File: src/rtl/ddram_arb_pkg.sv
// Shared types and default widths for the DDRAM two-port arbiter and its picker.
package ddram_arb_pkg;

   typedef enum logic [1:0] {
      IDLE    = 2'd0,
      CMD     = 2'd1,
      RD_DATA = 2'd2,
      WR_DATA = 2'd3
   } arb_state_t;

   localparam int AW_DEF  = 29;
   localparam int DW_DEF  = 64;
   localparam int BCW_DEF = 8;

endpackage

File: src/rtl/ddram_arb_pick.sv
// Two-way request picker: a lone requester wins. On a tie, round-robin mode
// grants the port not served last, and fixed-priority mode grants port 0.
module ddram_arb_pick
   import ddram_arb_pkg::*;
(
   input  logic [1:0] req,
   input  logic       last,
   input  logic       rr,
   output logic       gnt_next
);

   always_comb begin
      gnt_next = 1'b0;
      case (req)
         2'b01:   gnt_next = 1'b0;
         2'b10:   gnt_next = 1'b1;
         2'b11:   gnt_next = rr ? ~last : 1'b0;
         default: gnt_next = 1'b0;
      endcase
   end

endmodule

File: src/rtl/ddram_arb.sv
// Two-port arbiter for the DDRAM Avalon-MM burst master. It runs one read or
// write burst at a time and holds the grant until that burst completes.
module ddram_arb
   import ddram_arb_pkg::*;
#(
   parameter int AW  = AW_DEF,
   parameter int DW  = DW_DEF,
   parameter int BCW = BCW_DEF,
   parameter bit RR  = 1'b1
) (
   input  logic              clk,
   input  logic              reset_n,

   input  logic [AW-1:0]     p0_addr,
   input  logic [BCW-1:0]    p0_burstcnt,
   input  logic              p0_rd,
   input  logic              p0_we,
   input  logic [DW-1:0]     p0_din,
   input  logic [DW/8-1:0]   p0_be,
   output logic              p0_busy,
   output logic [DW-1:0]     p0_dout,
   output logic              p0_dout_ready,

   input  logic [AW-1:0]     p1_addr,
   input  logic [BCW-1:0]    p1_burstcnt,
   input  logic              p1_rd,
   input  logic              p1_we,
   input  logic [DW-1:0]     p1_din,
   input  logic [DW/8-1:0]   p1_be,
   output logic              p1_busy,
   output logic [DW-1:0]     p1_dout,
   output logic              p1_dout_ready,

   output logic              DDRAM_CLK,
   input  logic              DDRAM_BUSY,
   output logic [BCW-1:0]    DDRAM_BURSTCNT,
   output logic [AW-1:0]     DDRAM_ADDR,
   input  logic [DW-1:0]     DDRAM_DOUT,
   input  logic              DDRAM_DOUT_READY,
   output logic              DDRAM_RD,
   output logic [DW-1:0]     DDRAM_DIN,
   output logic [DW/8-1:0]   DDRAM_BE,
   output logic              DDRAM_WE
);

   arb_state_t     state_reg, state_next;
   logic           gnt_reg,   gnt_next;
   logic           last_reg,  last_next;
   logic [BCW-1:0] cnt_reg,   cnt_next;

   logic [1:0]     req;
   logic           pick_gnt;

   logic           own_rd;
   logic           own_we_raw;
   logic           own_we;
   logic [AW-1:0]  own_addr;
   logic [BCW-1:0] own_bc;
   logic [BCW-1:0] own_bc_eff;
   logic [DW-1:0]  own_din;
   logic [DW/8-1:0] own_be;

   logic           owner_busy;
   logic           owner_rdy;
   logic           ddr_rd;
   logic           ddr_we;
   logic [1:0]     busy_vec;
   logic [1:0]     rdy_vec;

   assign req = {p1_rd | p1_we, p0_rd | p0_we};

   ddram_arb_pick u_pick (
      .req      (req),
      .last     (last_reg),
      .rr       (RR),
      .gnt_next (pick_gnt)
   );

   // Owner mux: everything the DDRAM master sees comes from the granted port.
   always_comb begin
      own_rd     = gnt_reg ? p1_rd       : p0_rd;
      own_we_raw = gnt_reg ? p1_we       : p0_we;
      own_addr   = gnt_reg ? p1_addr     : p0_addr;
      own_bc     = gnt_reg ? p1_burstcnt : p0_burstcnt;
      own_din    = gnt_reg ? p1_din      : p0_din;
      own_be     = gnt_reg ? p1_be       : p0_be;
   end

   // A simultaneous rd and we is treated as a read.
   assign own_we     = own_we_raw & ~own_rd;
   assign own_bc_eff = (own_bc == '0) ? BCW'(1) : own_bc;

   always_comb begin
      state_next = state_reg;
      gnt_next   = gnt_reg;
      last_next  = last_reg;
      cnt_next   = cnt_reg;
      ddr_rd     = 1'b0;
      ddr_we     = 1'b0;
      owner_busy = 1'b1;
      owner_rdy  = 1'b0;

      case (state_reg)
         IDLE: begin
            if (|req) begin
               gnt_next   = pick_gnt;
               state_next = CMD;
            end
         end

         CMD: begin
            ddr_rd     = own_rd;
            ddr_we     = own_we;
            owner_busy = DDRAM_BUSY;
            if (own_rd && !DDRAM_BUSY) begin
               cnt_next   = own_bc_eff;
               state_next = RD_DATA;
            end else if (own_we && !DDRAM_BUSY) begin
               if (own_bc_eff == BCW'(1)) begin
                  last_next  = gnt_reg;
                  state_next = IDLE;
               end else begin
                  cnt_next   = own_bc_eff - BCW'(1);
                  state_next = WR_DATA;
               end
            end else if (!own_rd && !own_we_raw) begin
               // Requester withdrew before acceptance: nothing was issued.
               state_next = IDLE;
            end
         end

         RD_DATA: begin
            if (DDRAM_DOUT_READY) begin
               owner_rdy = 1'b1;
               cnt_next  = cnt_reg - BCW'(1);
               if (cnt_reg == BCW'(1)) begin
                  last_next  = gnt_reg;
                  state_next = IDLE;
               end
            end
         end

         WR_DATA: begin
            ddr_we     = own_we_raw;
            owner_busy = DDRAM_BUSY;
            if (own_we_raw && !DDRAM_BUSY) begin
               cnt_next = cnt_reg - BCW'(1);
               if (cnt_reg == BCW'(1)) begin
                  last_next  = gnt_reg;
                  state_next = IDLE;
               end
            end
         end

         default: state_next = IDLE;
      endcase
   end

   always_ff @(posedge clk) begin
      if (!reset_n) begin
         state_reg <= IDLE;
         gnt_reg   <= 1'b0;
         last_reg  <= 1'b1;
         cnt_reg   <= '0;
      end else begin
         state_reg <= state_next;
         gnt_reg   <= gnt_next;
         last_reg  <= last_next;
         cnt_reg   <= cnt_next;
      end
   end

   // Only the owner sees DDRAM waitrequest and read strobes; the other port is held off.
   genvar gi;
   generate
      for (gi = 0; gi < 2; gi++) begin : g_port
         assign busy_vec[gi] = (gnt_reg == 1'(gi)) ? owner_busy : 1'b1;
         assign rdy_vec[gi]  = (gnt_reg == 1'(gi)) ? owner_rdy  : 1'b0;
      end
   endgenerate

   assign p0_busy       = busy_vec[0];
   assign p1_busy       = busy_vec[1];
   assign p0_dout_ready = rdy_vec[0];
   assign p1_dout_ready = rdy_vec[1];
   assign p0_dout       = DDRAM_DOUT;
   assign p1_dout       = DDRAM_DOUT;

   assign DDRAM_CLK      = clk;
   assign DDRAM_RD       = ddr_rd;
   assign DDRAM_WE       = ddr_we;
   assign DDRAM_ADDR     = own_addr;
   assign DDRAM_BURSTCNT = own_bc_eff;
   assign DDRAM_DIN      = own_din;
   assign DDRAM_BE       = own_be;

endmodule

File: config.mk
export PLATFORM = sky130hd
export DESIGN_NAME = ddram_arb
export DESIGN_NICKNAME = d
export VERILOG_FILES = /design/src/rtl/ddram_arb_pkg.sv /design/src/rtl/ddram_arb_pick.sv /design/src/rtl/ddram_arb.sv
export SDC_FILE = /design/constraint.sdc
export NUM_CORES = 1
export LEC_CHECK = 0
export BUFFER_PORTS_ARGS = -buffer_cell sky130_fd_sc_hd__buf_2
export CAP_MARGIN = 10
export CORE_AREA = 5 5 205 207
export CTS_BUF_LIST = sky130_fd_sc_hd__clkbuf_8
export DETAILED_ROUTE_END_ITERATION = 8
export DIE_AREA = 0 0 210 212
export GPL_ROUTABILITY_DRIVEN = 1
export GPL_TIMING_DRIVEN = 0
export HOLD_SLACK_MARGIN = 0.03
export PLACE_DENSITY = 0.38
export SETUP_SLACK_MARGIN = 0.3
export SLEW_MARGIN = 20
export SYNTH_ARGS = -nofsm -noshare
export SYNTH_HDL_FRONTEND = slang
export SYNTH_HIERARCHICAL = 1
export SYNTH_SLANG_ARGS = --single-unit
File: constraint.sdc
create_clock -name clk -period 3.6 [get_ports clk]
set_clock_uncertainty 0.15 [all_clocks]
set_input_delay 0.72 -clock clk [delete_from_list [all_inputs] [get_ports clk]]
set_output_delay 0.72 -clock clk [all_outputs]
set_load 0.01 [all_outputs]
After elaboration in Yosys (flattened, before gate mapping)
Cells that the tools add are included.

word-level totals
  bits in registers = 12
  output and inout port bits = 244
  word-level logic and storage cells = 82
  bits of input ports = 290

cells by class
  eq/ne operators = 16
  $add $sub $neg = 2
  bitwise gates (word level) = 5
  mux-type cells = 39
  reductions and logical operators = 16

operators with widths
  operator             count
  $mux 64              1
  $mux 8               8
  $mux 29              1
  $pmux 8 s3           1
  $eq 8x1->1 const B   2
  $mux 1               16
  $mux 2               8
  $sub 8x1->8 const B  2
  $ne 2x2->1 const B   6
  $eq 2x2->1 const B   4
  $logic_not 8->1      1
  $pmux 2 s4           1
  $ne 3x3->1 const B   2
  $reduce_and 6->1     1
  $reduce_and 5->1     1
  $logic_and 1x1->1    4
  $ne 4x4->1 const B   1
  $pmux 1 s2           2
  $reduce_and 4->1     1
  $reduce_or 2->1      2
  $logic_not 1->1      3
  $pmux 1 s3           1
  $reduce_bool 3->1    1
  $eq 2x1->1 const B   1
  other kinds (5)      7

Logic depth before layout (Yosys ltp)
  depth after elaboration = 8
  depth in mapped cells = 12
  gate-level depth less buffers = 11

Cells and area by module
The synthesis kept the hierarchy.

modules (own cells, without submodules)
  module          area an instance (µm²)  cells an instance  seq. area each (µm²)  times used
  ddram_arb       3414.5                  407                240.2                 1
  ddram_arb_pick  13.8                    2                  0.0                   1

==> impl_metrics.env <==
export IMPL_status="finished clean"
export IMPL_drt_iter0_drc=153
export IMPL_switching_share=0.408
export IMPL_seqPwrFrac=0.128
export IMPL_synth_ff_latch_count=12
export IMPL_die_x_um=210
export IMPL_track_usage=0.0907
export IMPL_critPathArrivalTime_ns=2.26
export IMPL_layout_commonest_cell="buf_2"
export IMPL_hold_depth=2
export IMPL_p_leak_nw=3.41
export IMPL_p_per_area_nw_per_um2=211
export IMPL_irDropWorstVdd_v=0.000138
export IMPL_worstReg2RegEnd="cnt_reg[6]$_SDFFE_PN0P_"
export IMPL_hold_path_class="register to register"
export IMPL_r2r_start="gnt_reg$_SDFFE_PN0P_"
export IMPL_post_cts_resized=13
export IMPL_area_delta_synth_final_pct=91.4
export IMPL_instances_no_fill=1417
export IMPL_grt_pass1_wl_um=30900
export IMPL_drc_errors=0
export IMPL_combinationalPowerShare=0.696
export IMPL_drv_slew=0
export IMPL_vias_per_cell=3.26
export IMPL_final_cell_mix="buf_2 (469), buf_4 (134), mux2_2 (106)"
export IMPL_max_freq_mhz=319
export IMPL_hpwlAfterDp_um=20900
export IMPL_syn_area_um2=3430
export IMPL_routed_wl_um=22400
export IMPL_fp_coreArea_um2=40200
export IMPL_cts_tree="yes"
export IMPL_worstHoldEndpoint="last_reg$_SDFFE_PN1P_"
export IMPL_endpoint_kind="output port"
export IMPL_syn_nets=703
export IMPL_min_period_ns=3.13
export IMPL_cts_clk_slew_worst_paths_ns=0.06
export IMPL_fin_worst_hold_slack_ns=0.341
export IMPL_relSlewSlack=0.479
export IMPL_wire_per_inst_um=15.8
export IMPL_dieArea_um2=44500
export IMPL_internal_power_mw=0.821
export IMPL_vias=4620
export IMPL_crit_type="register to output port"
export IMPL_required_ns=2.73
export IMPL_synth_ff_type="dfxtp_1"
export IMPL_fill_cells=4683
export IMPL_p_sw_mw=0.566
export IMPL_antenna_found_initial=6
export IMPL_ys_seq_area_frac=0.0701
export IMPL_largest_reg_flops=8
export IMPL_first_pass_iters=4
export IMPL_maxCapViolations=0
export IMPL_overflow=0
export IMPL_fin_nets=1180
export IMPL_synth_edf_count=0
export IMPL_die_h_um=212
export IMPL_tns_ns=0
export IMPL_grt_max_degree=11
export IMPL_clock_latency_ns=0.35
export IMPL_startpoint_type="register"
export IMPL_place_congestion=0.825
export IMPL_ant_nets=0
export IMPL_cts_setup_buffers=0
export IMPL_drive_above_1_share=0.834
export IMPL_start_util=0.0853
export IMPL_dp_cells=1410
export IMPL_synthArstFlopShare=0
export IMPL_syn_area_per_cell_um2=8.38
export IMPL_rr_worst_depth=12
export IMPL_fin_crit_sh=0.870
export IMPL_io_buffers=469
export IMPL_rrSetupSlack_ns=0.68
export IMPL_worst_pin_slew_ns=0.774
export IMPL_top_level_ports=534
export IMPL_fin_area_um2=6560
export IMPL_synthCells=409
export IMPL_clkPwrFrac=0.176
export IMPL_final_core_util=0.163
export IMPL_hold_start="last_reg$_SDFFE_PN1P_"
export IMPL_grt_setup_unrepaired="false"
export IMPL_synth_cell_types=54
export IMPL_yosysWarnings=6
export IMPL_setup_violations=0
export IMPL_dpl_instance_area_um2=6440
export IMPL_grt_pass1_vias=4924
export IMPL_ctsHoldBuffers=0
export IMPL_hold_violations=0
export IMPL_cp_max_fo=10
export IMPL_row_count=74
==> stage by stage <==
stage / setup slack, ns / power (mW)
after global placement: -0.452 / 1.19
after CTS: 0.289 / 1.41
after floorplan: 0.811 / 0.755
after global routing: 0.310 / 1.49
after detailed placement: -0.471 / 1.18
final: 0.466 / 1.39
==> worst max path at each step <==
| stage | startpoint | endpoint | slack, ns | cells after the start |
|---|---|---|---|---|
| 4_1_cts | gnt_reg$_SDFFE_PN0P_ | DDRAM_DIN[51] | 0.29 | 7 |
| 6_report | gnt_reg$_SDFFE_PN0P_ | DDRAM_DIN[51] | 0.47 | 7 |
| 2_1_floorplan | clk | DDRAM_CLK | 0.81 | 1 |
| 3_3_place_gp | gnt_reg$_SDFFE_PN0P_ | DDRAM_BE[2] | -0.45 | 7 |
| 3_5_place_dp | gnt_reg$_SDFFE_PN0P_ | DDRAM_BE[5] | -0.47 | 7 |
| 5_1_grt | gnt_reg$_SDFFE_PN0P_ | DDRAM_DIN[51] | 0.31 | 7 |
==> cells by family after synthesis <==
family | synth area share
other cells | 0.00109
flops | 0.0701
buf+inv | 0.318
simple gates | 0.128
xor+xnor | 0.0128
mux | 0.379
fa+ha+maj | 0.0146
compound gates | 0.0763
==> Yosys cell counts, types with 4 or more instances <==
cell,number,area share
nand2_1,18,0.020
ha_1,4,0.015
inv_1,6,0.0066
nor2_1,15,0.016
buf_4,131,0.29
o22ai_1,4,0.0073
nand2b_1,4,0.0073
mux2_2,106,0.35
nor3_1,5,0.0073
dfxtp_1,12,0.070
clkbuf_1,12,0.013
a31oi_1,5,0.0091
nand3_1,5,0.0073
mux2i_1,9,0.026
a21oi_1,6,0.0088
or3_1,6,0.011
==> critical path: stages (launching register included) <==
cell	delay, ns
dfxtp_1	0.34
buf_6	0.16
buf_4	0.22
clkbuf_8	0.22
buf_6	0.19
buf_4	0.23
mux2_2	0.39
buf_2	0.15
==> routing by layer <==
layer  wire length (um)  share of wire  global-route usage  up-vias
met3               1240          0.055              0.0174       18
met1               9420           0.42               0.117     2121
li1                   -              -                   -     2259
met5                  0              0                   0        -
met4                341          0.015              0.0178        0
met2              11400           0.51               0.159      222
==> cell type report <==
class,instances,area (um^2),area share
Timing Repair Buffer,468,2340,0.357
Multi-Input combinational cell,242,2100,0.320
Buffer,148,1100,0.168
Tap cell,532,666,0.101
Sequential cell,12,240,0.0366
Clock buffer,7,87.6,0.0133
Inverter,7,26.3,0.00400
Antenna cell,1,2.50,0.000381
==> power groups by stage <==
| stage | registers (mW) | logic (mW) | clock network [mW] |
|---|---|---|---|
| floorplan | 0.173 | 0.559 | 0.0229 |
| global placement | 0.180 | 0.974 | 0.0317 |
| detailed placement | 0.180 | 0.972 | 0.0317 |
| CTS | 0.177 | 0.981 | 0.250 |
| global route | 0.182 | 1.05 | 0.258 |
| finish | 0.178 | 0.965 | 0.245 |
No activity file was read; power rests on OpenSTA's default activity.
